==> src/rtl/psram_mux_ctrl_if.sv <==
// -----------------------------------------------------------------------------
// psram_mux_ctrl_if
// Requester-side bundle of the PSRAM access controller.
//   ch_req   : per-channel request, held until ack      (master -> slave)
//   ch_we    : per-channel write flag, 1 = write        (master -> slave)
//   ch_addr  : per-channel byte address, NCH*ADDR_W     (master -> slave)
//   ch_wdata : per-channel write byte, NCH*8            (master -> slave)
//   ch_rdata : per-channel read byte, NCH*8             (slave -> master)
//   ch_ack   : per-channel one-cycle completion pulse   (slave -> master)
//   busy     : controller is not idle                   (slave -> master)
// -----------------------------------------------------------------------------
interface psram_mux_ctrl_if #(
    parameter int NCH    = 2,
    parameter int ADDR_W = 23
);
    logic [NCH-1:0]        ch_req;
    logic [NCH-1:0]        ch_we;
    logic [NCH*ADDR_W-1:0] ch_addr;
    logic [NCH*8-1:0]      ch_wdata;
    logic [NCH*8-1:0]      ch_rdata;
    logic [NCH-1:0]        ch_ack;
    logic                  busy;

    modport master (
        output ch_req, ch_we, ch_addr, ch_wdata,
        input  ch_rdata, ch_ack, busy
    );

    modport slave (
        input  ch_req, ch_we, ch_addr, ch_wdata,
        output ch_rdata, ch_ack, busy
    );
endinterface

==> src/rtl/psram_mux_ctrl.sv <==
// -----------------------------------------------------------------------------
// psram_mux_ctrl
// Registered arbiter/controller placing NCH byte-wide requesters onto a single
// 16-bit asynchronous PSRAM with programmable access and recovery timing.
// Ports:
//   clk, rst_n          : clock, asynchronous active-low reset
//   bus (slave modport) : per-channel req/we/addr/wdata in, rdata/ack/busy out
//   ram_a               : PSRAM word address (byte address >> 1)
//   ram_dq_i            : PSRAM read data
//   ram_dq_o, ram_dq_oe : PSRAM write data (byte on both lanes) and its enable
//   ram_ce_n, ram_oe_n, ram_we_n, ram_lb_n, ram_ub_n : PSRAM strobes
// Every pin is driven straight from a flop.
// -----------------------------------------------------------------------------
module psram_mux_ctrl #(
    parameter int NCH        = 2,
    parameter int ADDR_W     = 23,
    parameter int ACC_CYCLES = 4,
    parameter int REC_CYCLES = 1
) (
    input  logic              clk,
    input  logic              rst_n,
    psram_mux_ctrl_if.slave   bus,
    output logic [ADDR_W-2:0] ram_a,
    input  logic [15:0]       ram_dq_i,
    output logic [15:0]       ram_dq_o,
    output logic              ram_dq_oe,
    output logic              ram_ce_n,
    output logic              ram_oe_n,
    output logic              ram_we_n,
    output logic              ram_lb_n,
    output logic              ram_ub_n
);

    localparam int IDX_W = (NCH > 1) ? $clog2(NCH) : 1;
    localparam int MAX_C = (ACC_CYCLES > REC_CYCLES) ? ACC_CYCLES : REC_CYCLES;
    localparam int CNT_W = (MAX_C > 1) ? $clog2(MAX_C) : 1;

    typedef enum logic [1:0] {
        ST_IDLE    = 2'd0,
        ST_ACCESS  = 2'd1,
        ST_RECOVER = 2'd2
    } state_t;

    state_t              state_r;
    logic [CNT_W-1:0]    cnt_r;
    logic [IDX_W-1:0]    rr_r;
    logic [IDX_W-1:0]    gnt_r;
    logic                we_r;
    logic                lane_r;
    logic [ADDR_W-2:0]   ram_a_r;
    logic [15:0]         dq_o_r;
    logic                dq_oe_r;
    logic                ce_n_r;
    logic                oe_n_r;
    logic                we_n_r;
    logic                lb_n_r;
    logic                ub_n_r;
    logic [NCH-1:0]      ack_r;
    logic [NCH*8-1:0]    rdata_r;
    logic                busy_r;

    logic [NCH-1:0]      elig_s;
    logic                gnt_found_s;
    logic [IDX_W-1:0]    gnt_idx_s;
    logic [IDX_W-1:0]    cand_s;
    logic [ADDR_W-1:0]   sel_addr_s;
    logic                sel_we_s;
    logic [7:0]          sel_wdata_s;

    // A channel is masked during its own ack cycle so a req held one cycle
    // past ack is not served twice.
    assign elig_s = bus.ch_req & ~ack_r;

    // Round-robin pick: first eligible channel after the last grant, wrapping.
    always_comb begin
        gnt_found_s = 1'b0;
        gnt_idx_s   = '0;
        cand_s      = '0;
        for (int k = 1; k <= NCH; k++) begin
            cand_s = IDX_W'((int'(rr_r) + k) % NCH);
            if (!gnt_found_s && elig_s[cand_s]) begin
                gnt_found_s = 1'b1;
                gnt_idx_s   = cand_s;
            end else begin
                gnt_idx_s   = gnt_idx_s;
            end
        end
    end

    assign sel_addr_s  = bus.ch_addr[int'(gnt_idx_s)*ADDR_W +: ADDR_W];
    assign sel_we_s    = bus.ch_we[gnt_idx_s];
    assign sel_wdata_s = bus.ch_wdata[int'(gnt_idx_s)*8 +: 8];

    // Access FSM with all pin and handshake registers.
    always_ff @(posedge clk or negedge rst_n) begin
        if (!rst_n) begin
            state_r <= ST_IDLE;
            cnt_r   <= '0;
            rr_r    <= IDX_W'(NCH - 1);
            gnt_r   <= '0;
            we_r    <= 1'b0;
            lane_r  <= 1'b0;
            ram_a_r <= '0;
            dq_o_r  <= 16'h0000;
            dq_oe_r <= 1'b0;
            ce_n_r  <= 1'b1;
            oe_n_r  <= 1'b1;
            we_n_r  <= 1'b1;
            lb_n_r  <= 1'b1;
            ub_n_r  <= 1'b1;
            ack_r   <= '0;
            rdata_r <= '0;
            busy_r  <= 1'b0;
        end else begin
            ack_r <= '0;
            case (state_r)
                ST_IDLE: begin
                    if (gnt_found_s) begin
                        state_r <= ST_ACCESS;
                        busy_r  <= 1'b1;
                        cnt_r   <= CNT_W'(ACC_CYCLES - 1);
                        rr_r    <= gnt_idx_s;
                        gnt_r   <= gnt_idx_s;
                        we_r    <= sel_we_s;
                        lane_r  <= sel_addr_s[0];
                        ram_a_r <= sel_addr_s[ADDR_W-1:1];
                        ce_n_r  <= 1'b0;
                        lb_n_r  <= sel_addr_s[0];
                        ub_n_r  <= ~sel_addr_s[0];
                        if (sel_we_s) begin
                            we_n_r  <= 1'b0;
                            oe_n_r  <= 1'b1;
                            dq_oe_r <= 1'b1;
                            dq_o_r  <= {sel_wdata_s, sel_wdata_s};
                        end else begin
                            we_n_r  <= 1'b1;
                            oe_n_r  <= 1'b0;
                            dq_oe_r <= 1'b0;
                        end
                    end else begin
                        busy_r <= 1'b0;
                    end
                end
                ST_ACCESS: begin
                    if (cnt_r == '0) begin
                        ce_n_r       <= 1'b1;
                        oe_n_r       <= 1'b1;
                        we_n_r       <= 1'b1;
                        lb_n_r       <= 1'b1;
                        ub_n_r       <= 1'b1;
                        dq_oe_r      <= 1'b0;
                        ack_r[gnt_r] <= 1'b1;
                        if (!we_r) begin
                            rdata_r[int'(gnt_r)*8 +: 8] <= lane_r ? ram_dq_i[15:8] : ram_dq_i[7:0];
                        end else begin
                            rdata_r <= rdata_r;
                        end
                        if (REC_CYCLES > 0) begin
                            state_r <= ST_RECOVER;
                            cnt_r   <= CNT_W'(REC_CYCLES - 1);
                            busy_r  <= 1'b1;
                        end else begin
                            state_r <= ST_IDLE;
                            busy_r  <= 1'b0;
                        end
                    end else begin
                        cnt_r <= cnt_r - 1'b1;
                    end
                end
                ST_RECOVER: begin
                    if (cnt_r == '0) begin
                        state_r <= ST_IDLE;
                        busy_r  <= 1'b0;
                    end else begin
                        cnt_r <= cnt_r - 1'b1;
                    end
                end
                default: begin
                    state_r <= ST_IDLE;
                    busy_r  <= 1'b0;
                    ce_n_r  <= 1'b1;
                    oe_n_r  <= 1'b1;
                    we_n_r  <= 1'b1;
                    lb_n_r  <= 1'b1;
                    ub_n_r  <= 1'b1;
                    dq_oe_r <= 1'b0;
                end
            endcase
        end
    end

    assign ram_a        = ram_a_r;
    assign ram_dq_o     = dq_o_r;
    assign ram_dq_oe    = dq_oe_r;
    assign ram_ce_n     = ce_n_r;
    assign ram_oe_n     = oe_n_r;
    assign ram_we_n     = we_n_r;
    assign ram_lb_n     = lb_n_r;
    assign ram_ub_n     = ub_n_r;
    assign bus.ch_ack   = ack_r;
    assign bus.ch_rdata = rdata_r;
    assign bus.busy     = busy_r;

endmodule
==> src/flat_wrapper.sv <==
// flat-port wrapper written by rule: the top's interface ports become plain ports
module psram_mux_ctrl_flat 
#(
    parameter int NCH        = 2,
    parameter int ADDR_W     = 23,
    parameter int ACC_CYCLES = 4,
    parameter int REC_CYCLES = 1
)
  (clk, rst_n, ram_a, ram_dq_i, ram_dq_o, ram_dq_oe, ram_ce_n, ram_oe_n, ram_we_n, ram_lb_n, ram_ub_n, bus_ch_req, bus_ch_we, bus_ch_addr, bus_ch_wdata, bus_ch_rdata, bus_ch_ack, bus_busy);
  psram_mux_ctrl_if #(.NCH(NCH), .ADDR_W(ADDR_W)) bus_i ();
  input  logic clk;
  input  logic rst_n;
  output logic [ADDR_W-2:0] ram_a;
  input  logic [15:0] ram_dq_i;
  output logic [15:0] ram_dq_o;
  output logic ram_dq_oe;
  output logic ram_ce_n;
  output logic ram_oe_n;
  output logic ram_we_n;
  output logic ram_lb_n;
  output logic ram_ub_n;
  input wire logic [$bits(bus_i.ch_req)-1:0] bus_ch_req;
  input wire logic [$bits(bus_i.ch_we)-1:0] bus_ch_we;
  input wire logic [$bits(bus_i.ch_addr)-1:0] bus_ch_addr;
  input wire logic [$bits(bus_i.ch_wdata)-1:0] bus_ch_wdata;
  output wire logic [$bits(bus_i.ch_rdata)-1:0] bus_ch_rdata;
  output wire logic [$bits(bus_i.ch_ack)-1:0] bus_ch_ack;
  output wire logic [$bits(bus_i.busy)-1:0] bus_busy;
  assign bus_i.ch_req = bus_ch_req;
  assign bus_i.ch_we = bus_ch_we;
  assign bus_i.ch_addr = bus_ch_addr;
  assign bus_i.ch_wdata = bus_ch_wdata;
  assign bus_ch_rdata = bus_i.ch_rdata;
  assign bus_ch_ack = bus_i.ch_ack;
  assign bus_busy = bus_i.busy;
  psram_mux_ctrl #(.NCH(NCH), .ADDR_W(ADDR_W), .ACC_CYCLES(ACC_CYCLES), .REC_CYCLES(REC_CYCLES)) u_core (.clk(clk), .rst_n(rst_n), .bus(bus_i), .ram_a(ram_a), .ram_dq_i(ram_dq_i), .ram_dq_o(ram_dq_o), .ram_dq_oe(ram_dq_oe), .ram_ce_n(ram_ce_n), .ram_oe_n(ram_oe_n), .ram_we_n(ram_we_n), .ram_lb_n(ram_lb_n), .ram_ub_n(ram_ub_n));
endmodule
==> config.mk <==
export PLATFORM = sky130hd
export DESIGN_NAME = psram_mux_ctrl_flat
export DESIGN_NICKNAME = d
export VERILOG_FILES = /design/src/rtl/psram_mux_ctrl_if.sv /design/src/rtl/psram_mux_ctrl.sv /design/src/flat_wrapper.sv
export SDC_FILE = /design/constraint.sdc
export NUM_CORES = 1
export LEC_CHECK = 0
export BUFFER_PORTS_ARGS = -buffer_cell sky130_fd_sc_hd__buf_2
export CAP_MARGIN = 20
export CORE_MARGIN = 2
export CORE_UTILIZATION = 50
export CTS_CLUSTER_DIAMETER = 50
export CTS_CLUSTER_SIZE = 30
export DETAILED_ROUTE_END_ITERATION = 16
export PLACE_DENSITY = 0.86
export SYNTH_ARGS = -nofsm -noshare
export SYNTH_HDL_FRONTEND = slang
export SYNTH_SLANG_ARGS = --single-unit
==> constraint.sdc <==
create_clock -name clk -period 2.4 [get_ports clk]
set_input_delay 0.48 -clock clk [delete_from_list [all_inputs] [get_ports clk]]
set_output_delay 0.48 -clock clk [all_outputs]
set_load 0.01 [all_outputs]
==> run summary <==
status - finished clean
RSZ-0062 raised after global routing - false
CTS buffer count - 9
cts hold-fix bufs - 0
clk sinks - 63
Finish-stage setup viols - 0
gr usage total - 22.3%
DRC - 0
# Post-CTS Setup Buffers - 0
I/O pin count - 147
post-cts repair resize count - 0
syn_nets - 359
register area share after synthesis - 51.9%
R2R Path Start - u_core.state_r[0]
total power - 5.38 mW
Clk network pwr share - 19.6%
Setup TNS - 0 ns
Crit. End Element - flop
worst vdd ir - 0.699 mV
die area - 6740 um2
worst endpoint required time - 2.63 ns
YS warnings - 0
final hold violation count - 0
Worst Clk Skew - 0.00984 ns
Final Wtd Congestion - 0.800
syn_area_per_cell - 11.3 um2
Hold Path Class - in -> async
Net Sw Frac - 38.5%
die height - 82.1 um
Skew-Pair Late Insertion Delay - 0.34 ns
Routed WL per cell - 14.9 um
Design Area, Final - 4010 um2
Layout Nets - 500
Pins Over Slew Limit - 0
largest net degree at the start of global routing - 64
first-pass GRT wire length - 11.1 mm
Cell Area, Synth - 3050 um2
root buffer cell - clkbuf_8
DR pass1 iterations - 5
IO buf count - 146
area grow syn2layout - 31.2%
Area after DPL - 3770 um2
initial antenna violation count - 0
Slew HR - 48.4%
peak fanout along the critical path - 6
leak pwr - 2.11 nW
clk buf depth - 2
row cnt - 28
Core Region - 5920 um2
Clock H-tree levels - 3
GRT overflow - 0
DRT iter0 DRCs - 120
Crit path arrival time - 2.01 ns
fin crit share - 74.3%
Final min period - 1.78 ns
path depth of the worst reg2reg path - 5
drt total wl - 7.28 mm
fmax - 0.561 GHz
Synth cell types - 40
final non-filler cell total - 490
Startpoint Class - flop
Int Pwr - 3.31 mW
Clock Pin Slew Worst Setup and Hold Paths - 0.07 ns
register bit total from synthesis - 63
Vias/cell - 5.06
Reg-to-Reg End - u_core.cnt_r[0]
Least-Margin Pin Slew - 0.774 ns
sequential power share - 35.9%
Placed Cells - 474
vias in the first global route - 2419
CTS tree - built
Max Cap Violations - 0
combinational fraction of design power - 44.5%
hpwl dp - 5.44 mm
via count - 2481
Initial Util - 51.5%
layout cells sized above 1 - 47.0%
Die W - 82.1 um
final antenna-violating net count - 0
number of diodes - 0
Cells after Synth - 269
critical path type - reg -> reg
net switching power - 2.07 mW
Register-to-Register Setup Slack - 0.62 ns
PD cells - 1340 nW/um2
## cells in the final DEF (no fill, tap or decap), types with 2 or more instances in the layout
cell and instances:
dfrtp_1 57, nand2b_1 4, dfstp_2 6, o21ai_0 12
a221o_1 2, mux2i_1 31, inv_1 7, nand2_1 34
ha_1 6, a31oi_1 2, bufinv_16 2, buf_4 5
a21oi_1 14, buf_2 146, mux2_1 4, clkinvlp_4 2
o21ai_1 19, clkbuf_8 10, nor2_1 11, a21oi_2 2
mux2_4 10, a22o_1 3, nand3_1 2, a2bb2oi_1 2
mux2_2 4
## through the flow
step / hold slack [ns] / setup slack, ns / utilization, %
3_5_place_dp: 0.469 / 0.571 / 63.8
6_report: 0.295 / 0.618 / 67.6
5_1_grt: 0.369 / 0.456 / 67.6
3_3_place_gp: 0.457 / 0.627 / 63.8
4_1_cts: 0.322 / 0.620 / 67.6
2_1_floorplan: 0.184 / 0.781 / -
## critical path, stage by stage, from the launching register on
cell and delay, ns:
dfrtp_1 0.39, inv_1 0.11, ha_1 0.34, nand3_1 0.27
o311a_1 0.24, mux2_1 0.32
## power by group through the flow
stage / Clock, mW / Combinational (mW) / Sequential (mW)
floorplan: 0 / 1.49 / 2.09
global placement: 0 / 2.33 / 1.92
detailed placement: 0 / 2.41 / 1.95
CTS: 1.07 / 2.42 / 1.94
global route: 1.12 / 2.68 / 1.99
finish: 1.05 / 2.40 / 1.93
## worst max path at each step
stage	endpoint	from	cells past startpoint	slack, ns
finish	u_core.cnt_r[0]	u_core.state_r[0]	5	0.62
global route	u_core.bus.ch_rdata[8]	u_core.state_r[1]	6	0.46
CTS	u_core.cnt_r[0]	u_core.state_r[0]	5	0.62
detailed placement	u_core.ram_oe_n	bus_ch_req[0]	6	0.57
global placement	u_core.ram_a[15]	bus_ch_req[1]	6	0.63
floorplan	u_core.ram_dq_o[8]	u_core.rr_r	5	0.78
## cell families after synthesis
group,after synthesis,synth area share (%)
DFF,63,51.9
muxes,49,18.0
and+or+nand+nor,60,9.55
adders and majority gates,6,2.46
buffers and inverters,28,5.41
AOI/OAI and AO/OA,63,12.6
## state kept, by name (all words and copies together) (netlist names)
name and cells:
u_core.cnt_r 2, u_core.ram_dq_oe 1, u_core.rr_r 1, u_core.bus.busy 1
u_core.ram_dq_o 8, u_core.state_r 2, u_core.ram_we_n 1, u_core.ram_oe_n 1
u_core.bus.ch_ack 2, u_core.gnt_r 1, u_core.we_r 1, u_core.lane_r 1
u_core.ram_a 22, u_core.ram_ub_n 1, u_core.ram_lb_n 1, u_core.bus.ch_rdata 16
u_core.ram_ce_n 1
## layout make-up
cell class | count | area, um2
fill | 457 | 1920
sequential | 63 | 1580
multi-input combinational | 178 | 1300
timing repair buffer | 151 | 768
clock buffer | 10 | 138
tap | 75 | 93.8
clock inverter | 6 | 92.6
inverter | 7 | 26.3
## Yosys cell counts (all sizes together)
library cell  number  area, um2
nand3b             1       20.0
o21a               1       7.51
nor3               2       15.0
mux2              18        240
nand3              2       10.0
nand2             35        139
a21bo              1       10.0
a2bb2oi            2       17.5
and3               1       6.26
and2               1       6.26
o22ai              1       6.26
ha                 6       75.1
a31oi              2       12.5
a221o              2       20.0
dfstp              6        158
o311a              1       10.0
a21oi             16       87.6
dfrtp             57       1430
nand2b             4       25.0
nor2              11       41.3
inv                7       26.3
o21ai             32        171
clkbuf             6       22.5
buf               15        116
nor2b              3       28.8
a21o               1       7.51
o22a               1       8.76
mux2i             31        310
a22o               3       26.3
## metal layers
metal / track usage (%) / vias to the layer above / wire [um] / share of wire (%)
li1: - / 1212 / - / -
met1: 25.8 / 1170 / 2830 / 39
met2: 39.4 / 88 / 3860 / 53
met3: 4.67 / 11 / 475 / 6.5
met4: 10.5 / 0 / 119 / 1.6
met5: 0 / - / 0 / 0
(Power assumes the default switching activity.)
